==> config.mk <==
export PLATFORM = sky130hd
export DESIGN_NAME = bin_to_dec_seq_flat
export DESIGN_NICKNAME = d
export VERILOG_FILES = /design/src/rtl/bin_to_dec_seq_if.sv /design/src/rtl/bin_to_dec_seq.sv /design/src/flat_wrapper.sv
export SDC_FILE = /design/constraint.sdc
export NUM_CORES = 1
export LEC_CHECK = 0
export ABC_AREA = 1
export CAP_MARGIN = 10
export CORE_MARGIN = 8
export CORE_UTILIZATION = 54
export DETAILED_ROUTE_END_ITERATION = 10
export MAX_ROUTING_LAYER = met4
export PLACE_DENSITY = 0.85
export SLEW_MARGIN = 30
export SYNTH_ARGS = -nofsm -noshare
export SYNTH_HDL_FRONTEND = slang
export SYNTH_SLANG_ARGS = --single-unit
==> constraint.sdc <==
create_clock -name clk -period 1.77 [get_ports clk]
set_input_delay 0.354 -clock clk [delete_from_list [all_inputs] [get_ports clk]]
set_output_delay 0.354 -clock clk [all_outputs]
set_load 0.005 [all_outputs]
==> src/rtl/bin_to_dec_seq_if.sv <==
// bin_to_dec_seq_if
//   Request/result bundle between two display requesters and the shared
//   binary-to-BCD converter.
//   Signals:
//     req0/bin0, req1/bin1  request and operand for each requester
//     ack0/ack1             1-cycle pulse when an operand is captured
//     busy                  conversion in progress, through the valid cycle
//     valid                 1-cycle pulse: bcd/overflow/owner are valid
//     owner                 requester id of the current result
//     bcd                   result digits, digit 0 = units in bcd[3:0]
//     overflow              value did not fit in DIGITS decimal digits
//   Modports: master = requester side, slave = converter side.
interface bin_to_dec_seq_if #(
   parameter int unsigned WIDTH  = 32,
   parameter int unsigned DIGITS = 4
);
   logic                  req0;
   logic [WIDTH-1:0]      bin0;
   logic                  req1;
   logic [WIDTH-1:0]      bin1;
   logic                  ack0;
   logic                  ack1;
   logic                  busy;
   logic                  valid;
   logic                  owner;
   logic [4*DIGITS-1:0]   bcd;
   logic                  overflow;

   modport master (
      output req0, bin0, req1, bin1,
      input  ack0, ack1, busy, valid, owner, bcd, overflow
   );

   modport slave (
      input  req0, bin0, req1, bin1,
      output ack0, ack1, busy, valid, owner, bcd, overflow
   );
endinterface

==> src/rtl/bin_to_dec_seq.sv <==
// bin_to_dec_seq
//   Iterative binary-to-BCD converter (double dabble, one input bit per clock)
//   shared by two requesters through round-robin arbitration.
//   Ports:
//     clk  rising-edge clock
//     rst  synchronous reset, active-high
//     bus  bin_to_dec_seq_if.slave: req/bin in, ack/busy/valid/owner/bcd/overflow out
//   One conversion takes WIDTH+2 cycles from grant edge to the next possible grant.
module bin_to_dec_seq #(
   parameter int unsigned WIDTH  = 32,
   parameter int unsigned DIGITS = 4
) (
   input  logic            clk,
   input  logic            rst,
   bin_to_dec_seq_if.slave bus
);
   localparam int unsigned BW = 4 * DIGITS;
   localparam int unsigned CW = $clog2(WIDTH + 1);

   typedef enum logic [1:0] {
      IDLE,
      SHIFT,
      DONE
   } state_t;

   state_t           state;
   logic [WIDTH-1:0] sr;
   logic [BW-1:0]    acc;
   logic             ovf;
   logic             last;
   logic [CW-1:0]    cnt;

   logic [BW-1:0]    acc_adj;
   logic [BW-1:0]    acc_next;
   logic [WIDTH-1:0] sr_next;
   logic             carry_out;
   logic             gnt;

   // Correct digits first, then shift; whatever leaves the top digit is overflow.
   always_comb begin
      acc_adj = acc;
      for (int unsigned d = 0; d < DIGITS; d++) begin
         if (acc[4*d +: 4] >= 4'd5) begin
            acc_adj[4*d +: 4] = acc[4*d +: 4] + 4'd3;
         end
      end
      {carry_out, acc_next, sr_next} = {acc_adj, sr, 1'b0};
   end

   // A tie goes to the requester that was not served last.
   always_comb begin
      gnt = (bus.req0 && bus.req1) ? ~last : bus.req1;
   end

   always_ff @(posedge clk) begin
      if (rst) begin
         state        <= IDLE;
         sr           <= '0;
         acc          <= '0;
         ovf          <= 1'b0;
         cnt          <= '0;
         last         <= 1'b1;
         bus.ack0     <= 1'b0;
         bus.ack1     <= 1'b0;
         bus.busy     <= 1'b0;
         bus.valid    <= 1'b0;
         bus.owner    <= 1'b0;
         bus.bcd      <= '0;
         bus.overflow <= 1'b0;
      end else begin
         case (state)
            IDLE: begin
               bus.valid <= 1'b0;
               bus.busy  <= 1'b0;
               if (bus.req0 || bus.req1) begin
                  sr        <= gnt ? bus.bin1 : bus.bin0;
                  acc       <= '0;
                  ovf       <= 1'b0;
                  cnt       <= '0;
                  bus.owner <= gnt;
                  last      <= gnt;
                  bus.ack0  <= ~gnt;
                  bus.ack1  <= gnt;
                  bus.busy  <= 1'b1;
                  state     <= SHIFT;
               end
            end
            SHIFT: begin
               bus.ack0 <= 1'b0;
               bus.ack1 <= 1'b0;
               acc      <= acc_next;
               sr       <= sr_next;
               ovf      <= ovf | carry_out;
               cnt      <= cnt + CW'(1);
               if (cnt == CW'(WIDTH - 1)) begin
                  state <= DONE;
               end
            end
            DONE: begin
               bus.bcd      <= acc;
               bus.overflow <= ovf;
               bus.valid    <= 1'b1;
               state        <= IDLE;
            end
            default: begin
               state <= IDLE;
            end
         endcase
      end
   end
endmodule

==> src/flat_wrapper.sv <==
// flat-port wrapper written by rule: the top's interface ports become plain ports
module bin_to_dec_seq_flat 
#(
   parameter int unsigned WIDTH  = 32,
   parameter int unsigned DIGITS = 4
)
  (clk, rst, bus_req0, bus_bin0, bus_req1, bus_bin1, bus_ack0, bus_ack1, bus_busy, bus_valid, bus_owner, bus_bcd, bus_overflow);
  bin_to_dec_seq_if #(.WIDTH(WIDTH), .DIGITS(DIGITS)) bus_i ();
  input  logic clk;
  input  logic rst;
  input wire logic [$bits(bus_i.req0)-1:0] bus_req0;
  input wire logic [$bits(bus_i.bin0)-1:0] bus_bin0;
  input wire logic [$bits(bus_i.req1)-1:0] bus_req1;
  input wire logic [$bits(bus_i.bin1)-1:0] bus_bin1;
  output wire logic [$bits(bus_i.ack0)-1:0] bus_ack0;
  output wire logic [$bits(bus_i.ack1)-1:0] bus_ack1;
  output wire logic [$bits(bus_i.busy)-1:0] bus_busy;
  output wire logic [$bits(bus_i.valid)-1:0] bus_valid;
  output wire logic [$bits(bus_i.owner)-1:0] bus_owner;
  output wire logic [$bits(bus_i.bcd)-1:0] bus_bcd;
  output wire logic [$bits(bus_i.overflow)-1:0] bus_overflow;
  assign bus_i.req0 = bus_req0;
  assign bus_i.bin0 = bus_bin0;
  assign bus_i.req1 = bus_req1;
  assign bus_i.bin1 = bus_bin1;
  assign bus_ack0 = bus_i.ack0;
  assign bus_ack1 = bus_i.ack1;
  assign bus_busy = bus_i.busy;
  assign bus_valid = bus_i.valid;
  assign bus_owner = bus_i.owner;
  assign bus_bcd = bus_i.bcd;
  assign bus_overflow = bus_i.overflow;
  bin_to_dec_seq #(.WIDTH(WIDTH), .DIGITS(DIGITS)) u_core (.clk(clk), .rst(rst), .bus(bus_i));
endmodule
Word-level counts from Yosys, hierarchy flattened
Index checks and enable logic that the tools add are counted.
- bits in registers: 80
- bits of input ports: 68
- output and inout bits: 22
- logic and storage cells: 61
- add/sub/neg operators: 5
- magnitude comparators: 4
- eq/ne operators: 5
- mux-type cells: 23
- bitwise operators: 3
- reductions and logical operators: 8
- operators by type and width (operator ; number):
    2-to-1 mux 32 bit ; 2
    one-hot mux 32 bit (2 select lines) ; 1
    one-hot mux 16 bit (2 select lines) ; 1
    adder 4 x 2 -> 4 bit (second input constant) ; 4
    greater-or-equal comparator 4 x 3 -> 1 bit (second input constant) ; 4
    2-to-1 mux 16 bit ; 1
    2-to-1 mux 4 bit ; 4
    one-hot mux 6 bit (2 select lines) ; 1
    one-hot mux 1 bit (2 select lines) ; 4
    adder 6 x 1 -> 6 bit (second input constant) ; 1
    equality test 6 x 5 -> 1 bit (second input constant) ; 1
    2-to-1 mux 6 bit ; 1
    AND reduction 2 bit ; 3
    2-to-1 mux 1 bit ; 5
    2-to-1 mux 2 bit ; 2
    inequality test 2 x 1 -> 1 bit (second input constant) ; 2
    one-hot mux 2 bit (2 select lines) ; 1
    nonzero test 2 bit ; 2
    equality test 2 x 1 -> 1 bit (second input constant) ; 1
    equality test 2 bit (second input constant) ; 1
    zero test 2 bit ; 1
    inverter 1 bit ; 2
    logical AND 1 bit ; 1
    logical OR 1 bit ; 1
    bitwise OR 1 bit ; 1

Logic depth before layout (Yosys ltp)
Gate-level depths: netlist of the first run.
- depth in word-level cells: 5
- depth in mapped cells: 9
- gate-level depth less buffers: 9

Least setup slack after synthesis of the first run
OpenSTA, ideal clock, no wires.
- kind: register to register
- from: register u_core.state[1]
- to: register u_core.acc[10]
- library setup time: 132 ps
- data arrival time: 1066 ps
- data required time: 1638 ps
- path slack: 572 ps
- cell stages (with the launch flop): 8
- buffers on the path: 1
- period minus slack after synthesis: 1198 ps
- cells stage by stage: dfxtp_1 nor2_2 nand2_2 nand2_4 clkinv_2 buf_4 nand2_1 a21oi_1
- longest elaborated chain between the ends: 3
- elaborated cells on any way between the ends: 6
- those cells by class: eq/ne: 2; mux: 1; reduce/logical: 3
- ends and longest elaborated chain (element ; RTL line ; RTL):
    start, declared ; bin_to_dec_seq.sv:26 ; state_t state;
    start signal, assigned ; bin_to_dec_seq.sv:57 ; state <= IDLE;
    start signal, assigned ; bin_to_dec_seq.sv:85 ; state <= SHIFT;
    start signal, assigned ; bin_to_dec_seq.sv:96 ; state <= DONE;
    zero test 2 bit / equality test 2 x 1 -> 1 bit (equally long branches) ; bin_to_dec_seq.sv:71 ; case (state)
    inequality test 2 x 1 -> 1 bit (no source line) / nonzero test 2 bit (equally long branches) ; -- ;
    AND reduction 2 bit (no source line) ; -- ;
    end signal, assigned ; bin_to_dec_seq.sv:91 ; acc <= acc_next;
    end, declared ; bin_to_dec_seq.sv:28 ; logic [BW-1:0] acc;
Parallel ways exist; a longest one is shown, timed or not.
A chain may end at the register's enable or synchronous reset.

Final worst setup path of the first run
- from: register u_core.bus.ack0
- to: output bus_ack0
- RTL lines (element ; RTL line ; RTL):
    start, declared ; bin_to_dec_seq_if.sv:36 ; output ack0, ack1, busy, valid, owner, bcd, overflow
    start signal, assigned ; bin_to_dec_seq.sv:82 ; bus.ack0 <= ~gnt;
    end, declared ; flat_wrapper.sv:15 ; output wire logic [$bits(bus_i.ack0)-1:0] bus_ack0;
No word-level cell between the ends.

==> results of run 1 <==
worst paths after layout:
kind / start / end / slack, ns / cells past startpoint
setup reg to reg: u_core.state[1] / u_core.sr[30] / 0.34 / 6
hold reg to reg: u_core.acc[5] / u_core.acc[5] / 0.47 / 2
hold / removal: u_core.acc[5] / u_core.acc[5] / 0.47 / 2
setup / recovery: u_core.bus.ack0 / bus_ack0 / 0.19 / 1
power by group:
| group | internal (mW) | leakage (nW) | switching, mW |
|---|---|---|---|
| clock | 0.790 | 0.110 | 0.643 |
| combinational | 0.438 | 1.53 | 0.527 |
| sequential | 1.94 | 0.654 | 0.0778 |
| total | 3.17 | 2.30 | 1.25 |
per-layer routing:
layer	GRT usage [%]	up-vias
met5	-	-
met4	8.25	0
li1	-	2089
met3	4.77	19
met1	24.3	1870
met2	36.0	130
cells by family (layout without fill, tap and decap cells):
kind of cell             after synthesis  in the layout  synth area share, %
AND/OR/NAND/NOR                      329            329                 33.8
buffers and inverters                 67            159                 7.40
flip-flops                            80             80                 41.0
AO/OA/AOI/OAI                        114            114                 14.9
adder cells (fa/ha/maj)                9              9                 2.88
registers in the layout, indices dropped and copies added (netlist names), 2 cells and up:
register and count:
u_core.acc 16, u_core.bus.bcd 16, u_core.cnt 6, u_core.sr 32
u_core.state 2
worst register-to-register path: cells and delay by family (launching register included):
family                 cells  cell delay (ns)
flip-flops                 1             0.47
AND/OR/NAND/NOR            2             0.36
AO/OA/AOI/OAI              2             0.26
buffers and inverters      2             0.23
cell type report:
cell class / instances / area (sq um) / share of cell area [%]
Multi-Input combinational cell: 452 / 2020 / 38.7
Sequential cell: 80 / 1600 / 30.7
Timing Repair Buffer: 106 / 1120 / 21.5
Inverter: 37 / 140 / 2.69
Clock buffer: 10 / 128 / 2.45
Tap cell: 99 / 124 / 2.38
Clock inverter: 6 / 83.8 / 1.61
through the flow:
stage          util, %  worst slack (ns)  area, sq um
2_1_floorplan        -             0.572         3910
3_3_place_gp      70.1            0.0610         5000
3_5_place_dp      70.1           0.00945         5000
4_1_cts           73.0             0.180         5210
5_1_grt           73.0             0.144         5210
6_report          73.0             0.194         5210
placed cells by master (no fill, tap or decap):
cell             instances
nand3_1                 25
nand2_4                  1
clkinv_4                 1
nand2_1                210
or2_2                    1
clkinv_2                 4
nor2_4                   2
buf_4                    9
nand4_1                 10
nor2_1                  77
ha_1                     9
nand2_2                  1
o21ai_0                 63
clkdlybuf4s50_1         89
inv_1                   33
clkbuf_8                 9
o21a_1                   1
a31oi_1                  1
nor3_1                   1
buf_12                   8
dfxtp_1                 80
o31ai_1                  1
bufinv_16                2
o211ai_1                 2
inv_2                    3
a21oi_1                 46
nor2_2                   1
clkbuf_1                 1
==> metrics.md, run 1 <==
| Metric | Value |
|---|---|
| Status | `finished clean` |
| CTS Hold Buffers Added | `0` |
| Hold slack | `0.474 ns` |
| DRC Markers | `0` |
| Vias in the first global route | `4089` |
| Synth Instances | `599` |
| DP HPWL | `7520 um` |
| Synth top area share | `41.0%` |
| Critical path type | `register to output pin` |
| CP Capture Type | `output pin` |
| Largest net degree at the start of global routing | `54` |
| Slew HR | `80.5%` |
| Final min period | `1.58 ns` |
| Total track usage | `21.5%` |
| Largest stage delay on the critical path | `0.52 ns` |
| Final non-filler cell total | `790` |
| Number of synthesized flops with an enable pin | `0` |
| Met2 routed WL | `4950 um` |
| Peak supply drop | `0.000432 V` |
| Fin. max-slew vios | `0` |
| CP Launch Type | `register` |
| Syn Nets | `676` |
| Top FF cell, synth | `dfxtp_1` |
| Initial Util | `54.8%` |
| Die area | `10200 sq um` |
| Final period utilization | `89.1%` |
| FMAX | `634 MHz` |
| Die width | `101 um` |
| CP max FO | `2` |
| Tot Pwr | `4.42 mW` |
| Die Ht | `101 um` |
| CTS buffer count | `9` |
| Sequential share of the synthesized area | `41.0%` |
| Area Overhead vs Synth | `33.4%` |
| Total setup buffers inserted after CTS | `0` |
| Synth area leaders | `dfxtp_1 41%, nand2_1 20%, o21ai_0 8.1%` |
| Total wire length | `10300 um` |
| Final hold violation count | `0` |
| Synth top cells by count | `210 x nand2_1, 80 x dfxtp_1, 77 x nor2_1, 63 x o21ai_0, 46 x a21oi_1` |
| # clock sinks | `80` |
| # IOs | `90` |
| Top Metal Used | `met4` |
| Power per cell area | `847 nW/um^2` |
| # fillers | `568` |
| DR vias/cell | `5.20` |
| YS warnings | `0` |
| Cell family with the largest share of critical-path delay | `buffers and inverters` |
| First-pass GRT wire length | `17500 um` |
| Worst Path Buf+Inv | `1` |
| Clk_skew | `0.00833 ns` |
| Synth Area per Inst | `6.52 sq um` |
| First-pass DRT Iterations | `5` |
| Cells along the critical path | `clkdlybuf4s50_1` |
| Core area | `7140 sq um` |
| Gpl congestion | `0.873` |
| Clk buf depth | `2` |
| Post-CTS resize count | `0` |
| Mapped cell area | `3910 sq um` |
| Cell taking the most area after synthesis | `dfxtp_1` |
| #FFs+latches synth | `80` |
| Hold Crit Class | `register to register` |
| Metal3 WL | `523 um` |
| Unrepaired setup endpoints after global routing | `false` |
| Critical path arrival | `1.22 ns` |
| Clock transition at path regs | `0.08 ns` |
| Htree depth | `3` |
| Post-Route M1 WL | `4620 um` |
| Routed len/inst | `13.0 um` |
| CTS tree | `done` |
| Setup tns final | `0 ns` |
| Async SR Flop Fraction | `0%` |
| Site Rows | `31` |
| Global route overflow | `0` |
| Nets | `763` |
| Setup violators final | `0` |
| Vias post-DR | `4108` |
| Root buffer cell | `clkbuf_8` |
| Clock latency on the worst-skew pair | `0.35 ns` |
| Routed Antenna Nets | `0` |
| Port Buffers | `89` |
| Drt initial violations | `208` |
| Data required, critical path | `1.42 ns` |
| Dpl cells | `774` |
| Worst slew pin tran | `0.291 ns` |
| ANT cells | `0` |
| Number of max-cap violations | `0` |
| Slowest cell on crit path | `clkdlybuf4s50_1` |
| Post-synth cell types | `25` |
| Initial antenna violation count | `0` |
| Most common cell in the synthesized netlist | `nand2_1` |
| Fraction of layout instances using a drive strength above 1 | `6.08%` |
| Static leakage power | `2.30 nW` |
No activity file was read; power rests on OpenSTA's default activity.
==> inputs of run 2 (changes only) <==
==> constraint.sdc (replaced) <==
create_clock -name clk -period 1.77 [get_ports clk]
set_input_delay 0.4425 -clock clk [delete_from_list [all_inputs] [get_ports clk]]
set_output_delay 0.4425 -clock clk [all_outputs]
set_load 0.005 [all_outputs]
==> metrics.md, run 2 (synthesized netlist as in run 1, its figures left out) <==
| Metric | Value |
|---|---|
| Fraction of layout instances using a drive strength above 1 | `6.48% (+0.41 points)` |
| CTS buffer count | `9 (unchanged)` |
| Worst Setup EP | `bus_owner` |
| # IOs | `90 (unchanged)` |
| Final period utilization | `94.6% (+5.6 points)` |
| Clock latency on the worst-skew pair | `0.35 ns (about the same)` |
| Port Buffers | `89 (unchanged)` |
| Final non-filler cell total | `793 (+0.38%)` |
| Dpl cells | `779 (+0.65%)` |
| Die Ht | `101 um (unchanged)` |
| Core area | `7140 sq um (unchanged)` |
| Most frequent cells in the layout | `210 x nand2_1, 89 x clkdlybuf4s50_1, 80 x dfxtp_1` |
| Total track usage | `22.0% (+0.54 points)` |
| Hold Crit Class | `register to register` |
| Final min period | `1.68 ns (+0.0986 ns)` |
| Worst Path Buf+Inv | `1 (unchanged)` |
| First-pass GRT wire length | `18100 um (+3.0%)` |
| Clk_skew | `0.00800 ns (-0.000325 ns)` |
| Power per cell area | `847 nW/um^2 (about the same)` |
| Register with the most flip-flops | `u_core.sr` |
| Largest register FFs | `32 (unchanged)` |
| Clk buf depth | `2 (unchanged)` |
| Vias in the first global route | `4212 (+3.0%)` |
| Critical path type | `register to output pin` |
| Critical path arrival | `1.23 ns (about the same)` |
| Setup violators final | `0 (unchanged)` |
| Total wire length | `10500 um (+2.4%)` |
| Htree depth | `3 (unchanged)` |
| Largest net degree at the start of global routing | `54 (unchanged)` |
| Routed Antenna Nets | `0 (unchanged)` |
| CP startpoint | `u_core.bus.owner` |
| CTS Hold Buffers Added | `0 (unchanged)` |
| CP Depth | `1 (unchanged)` |
| # clock sinks | `80 (unchanged)` |
| Largest stage delay on the critical path | `0.52 ns (about the same)` |
| Slew HR | `78.5% (-2.0 points)` |
| FF-to-FF End | `u_core.acc[0]` |
| First-pass DRT Iterations | `5 (unchanged)` |
| Unrepaired setup endpoints after global routing | `false` |
| Area Overhead vs Synth | `34.3%` |
| Commonest non-fill, non-tap cell in the layout | `nand2_1` |
| R2R Setup Slk | `0.31 ns (-0.03 ns)` |
| Initial antenna violation count | `0 (unchanged)` |
| Hold slack | `0.462 ns (-0.0115 ns)` |
| Cell family with the largest share of critical-path delay | `buffers and inverters` |
| CP Launch Type | `register` |
| Drt initial violations | `206 (-0.96%)` |
| DP HPWL | `7730 um (+2.8%)` |
| Global route overflow | `0 (unchanged)` |
| Worst slew pin tran | `0.322 ns (+0.0306 ns)` |
| Status | `finished clean` |
| Die width | `101 um (unchanged)` |
| Slowest cell on crit path | `clkdlybuf4s50_1` |
| DRC Markers | `0 (unchanged)` |
| Root buffer cell | `clkbuf_8` |
| Vias post-DR | `4136 (+0.68%)` |
| Peak supply drop | `0.000465 V (+7.6%)` |
| Post-CTS resize count | `0 (unchanged)` |
| Clock transition at path regs | `0.08 ns (about the same)` |
| Nets | `768 (+0.66%)` |
| Fin. max-slew vios | `0 (unchanged)` |
| Total setup buffers inserted after CTS | `0 (unchanged)` |
| Cells along the critical path | `clkdlybuf4s50_1` |
| Data required, critical path | `1.33 ns (-0.09 ns)` |
| Final instance area | `5250 sq um (+0.67%)` |
| Number of max-cap violations | `0 (unchanged)` |
| Static leakage power | `2.31 nW (+0.64%)` |
| CP Capture Type | `output pin` |
| Reg-to-Reg Start | `u_core.state[0]` |
| Area after DPL | `5040 sq um (+0.75%)` |
| Initial Util | `54.8% (unchanged)` |
| Site Rows | `31 (unchanged)` |
| FMAX | `597 MHz (-5.9%)` |
| Die area | `10200 sq um (unchanged)` |
| ANT cells | `0 (unchanged)` |
| CP max FO | `2 (unchanged)` |
| Routed len/inst | `13.3 um (+2.1%)` |
| DR vias/cell | `5.22 (+0.30%)` |
| CTS tree | `done` |
| Final hold violation count | `0 (unchanged)` |
| # fillers | `571 (+0.53%)` |
| Gpl congestion | `0.864 (-1.1%)` |
| R2R cell count | `5 (-1)` |
| Largest registers | `u_core.sr x32, u_core.acc x16, u_core.bus.bcd x16` |
## run 2: cell count changes in the layout (fill, tap and decap cells not counted), sizes merged
cell	before	now
buf	17	22
clkbuf	10	11
clkinvlp	0	1
clkinv	5	1
## run 2: per-layer routing
| layer | up-vias | share of wire [%] | GRT usage, % | wire [um] |
|---|---|---|---|---|
| li1 | 2100 | - | - | - |
| met4 | 0 | 2.4 | 10.5 | 257 |
| met2 | 168 | 47 | 36.2 | 4990 |
| met3 | 24 | 5.7 | 3.80 | 605 |
| met1 | 1844 | 44 | 25.4 | 4680 |
| met5 | - | 0 | - | 0 |
## run 2: worst min-delay path by stage
stage	from	endpoint	cells after the start
2_1_floorplan	u_core.sr[31]	u_core.acc[0]	2
3_3_place_gp	u_core.acc[5]	u_core.acc[5]	2
5_1_grt	u_core.bus.valid	u_core.bus.valid	2
4_1_cts	u_core.bus.valid	u_core.bus.valid	2
6_report	u_core.bus.valid	u_core.bus.valid	2
3_5_place_dp	u_core.bus.valid	u_core.bus.valid	2
## run 2: metrics by stage
step	util (%)	worst slack, ns	setup TNS (ns)	total power, mW
global route	73.5	0.0534	0	4.68
global placement	70.6	-0.0170	-0.0572	3.00
finish	73.5	0.0949	0	4.45
floorplan	-	0.516	0	2.61
detailed placement	70.6	-0.0498	-1.10	3.03
CTS	73.5	0.0856	0	4.46
## run 2: layout make-up
cell class | instances | area, sq um | share of cell area (%)
multi-input cells | 452 | 2020 | 38.4
flip-flops and latches | 80 | 1600 | 30.5
repair buffers | 111 | 1160 | 22.0
clock buffers | 11 | 141 | 2.69
inverters | 37 | 140 | 2.67
well taps | 99 | 124 | 2.36
clock inverters | 3 | 67.6 | 1.29
## run 2: where the power goes
group          leakage [nW]  switching, mW  total, mW  internal, mW
logic                  1.56          0.528      0.979         0.451
registers             0.654         0.0808       2.02          1.94
clock network         0.101          0.627       1.45         0.818
total                  2.31           1.24       4.45          3.21
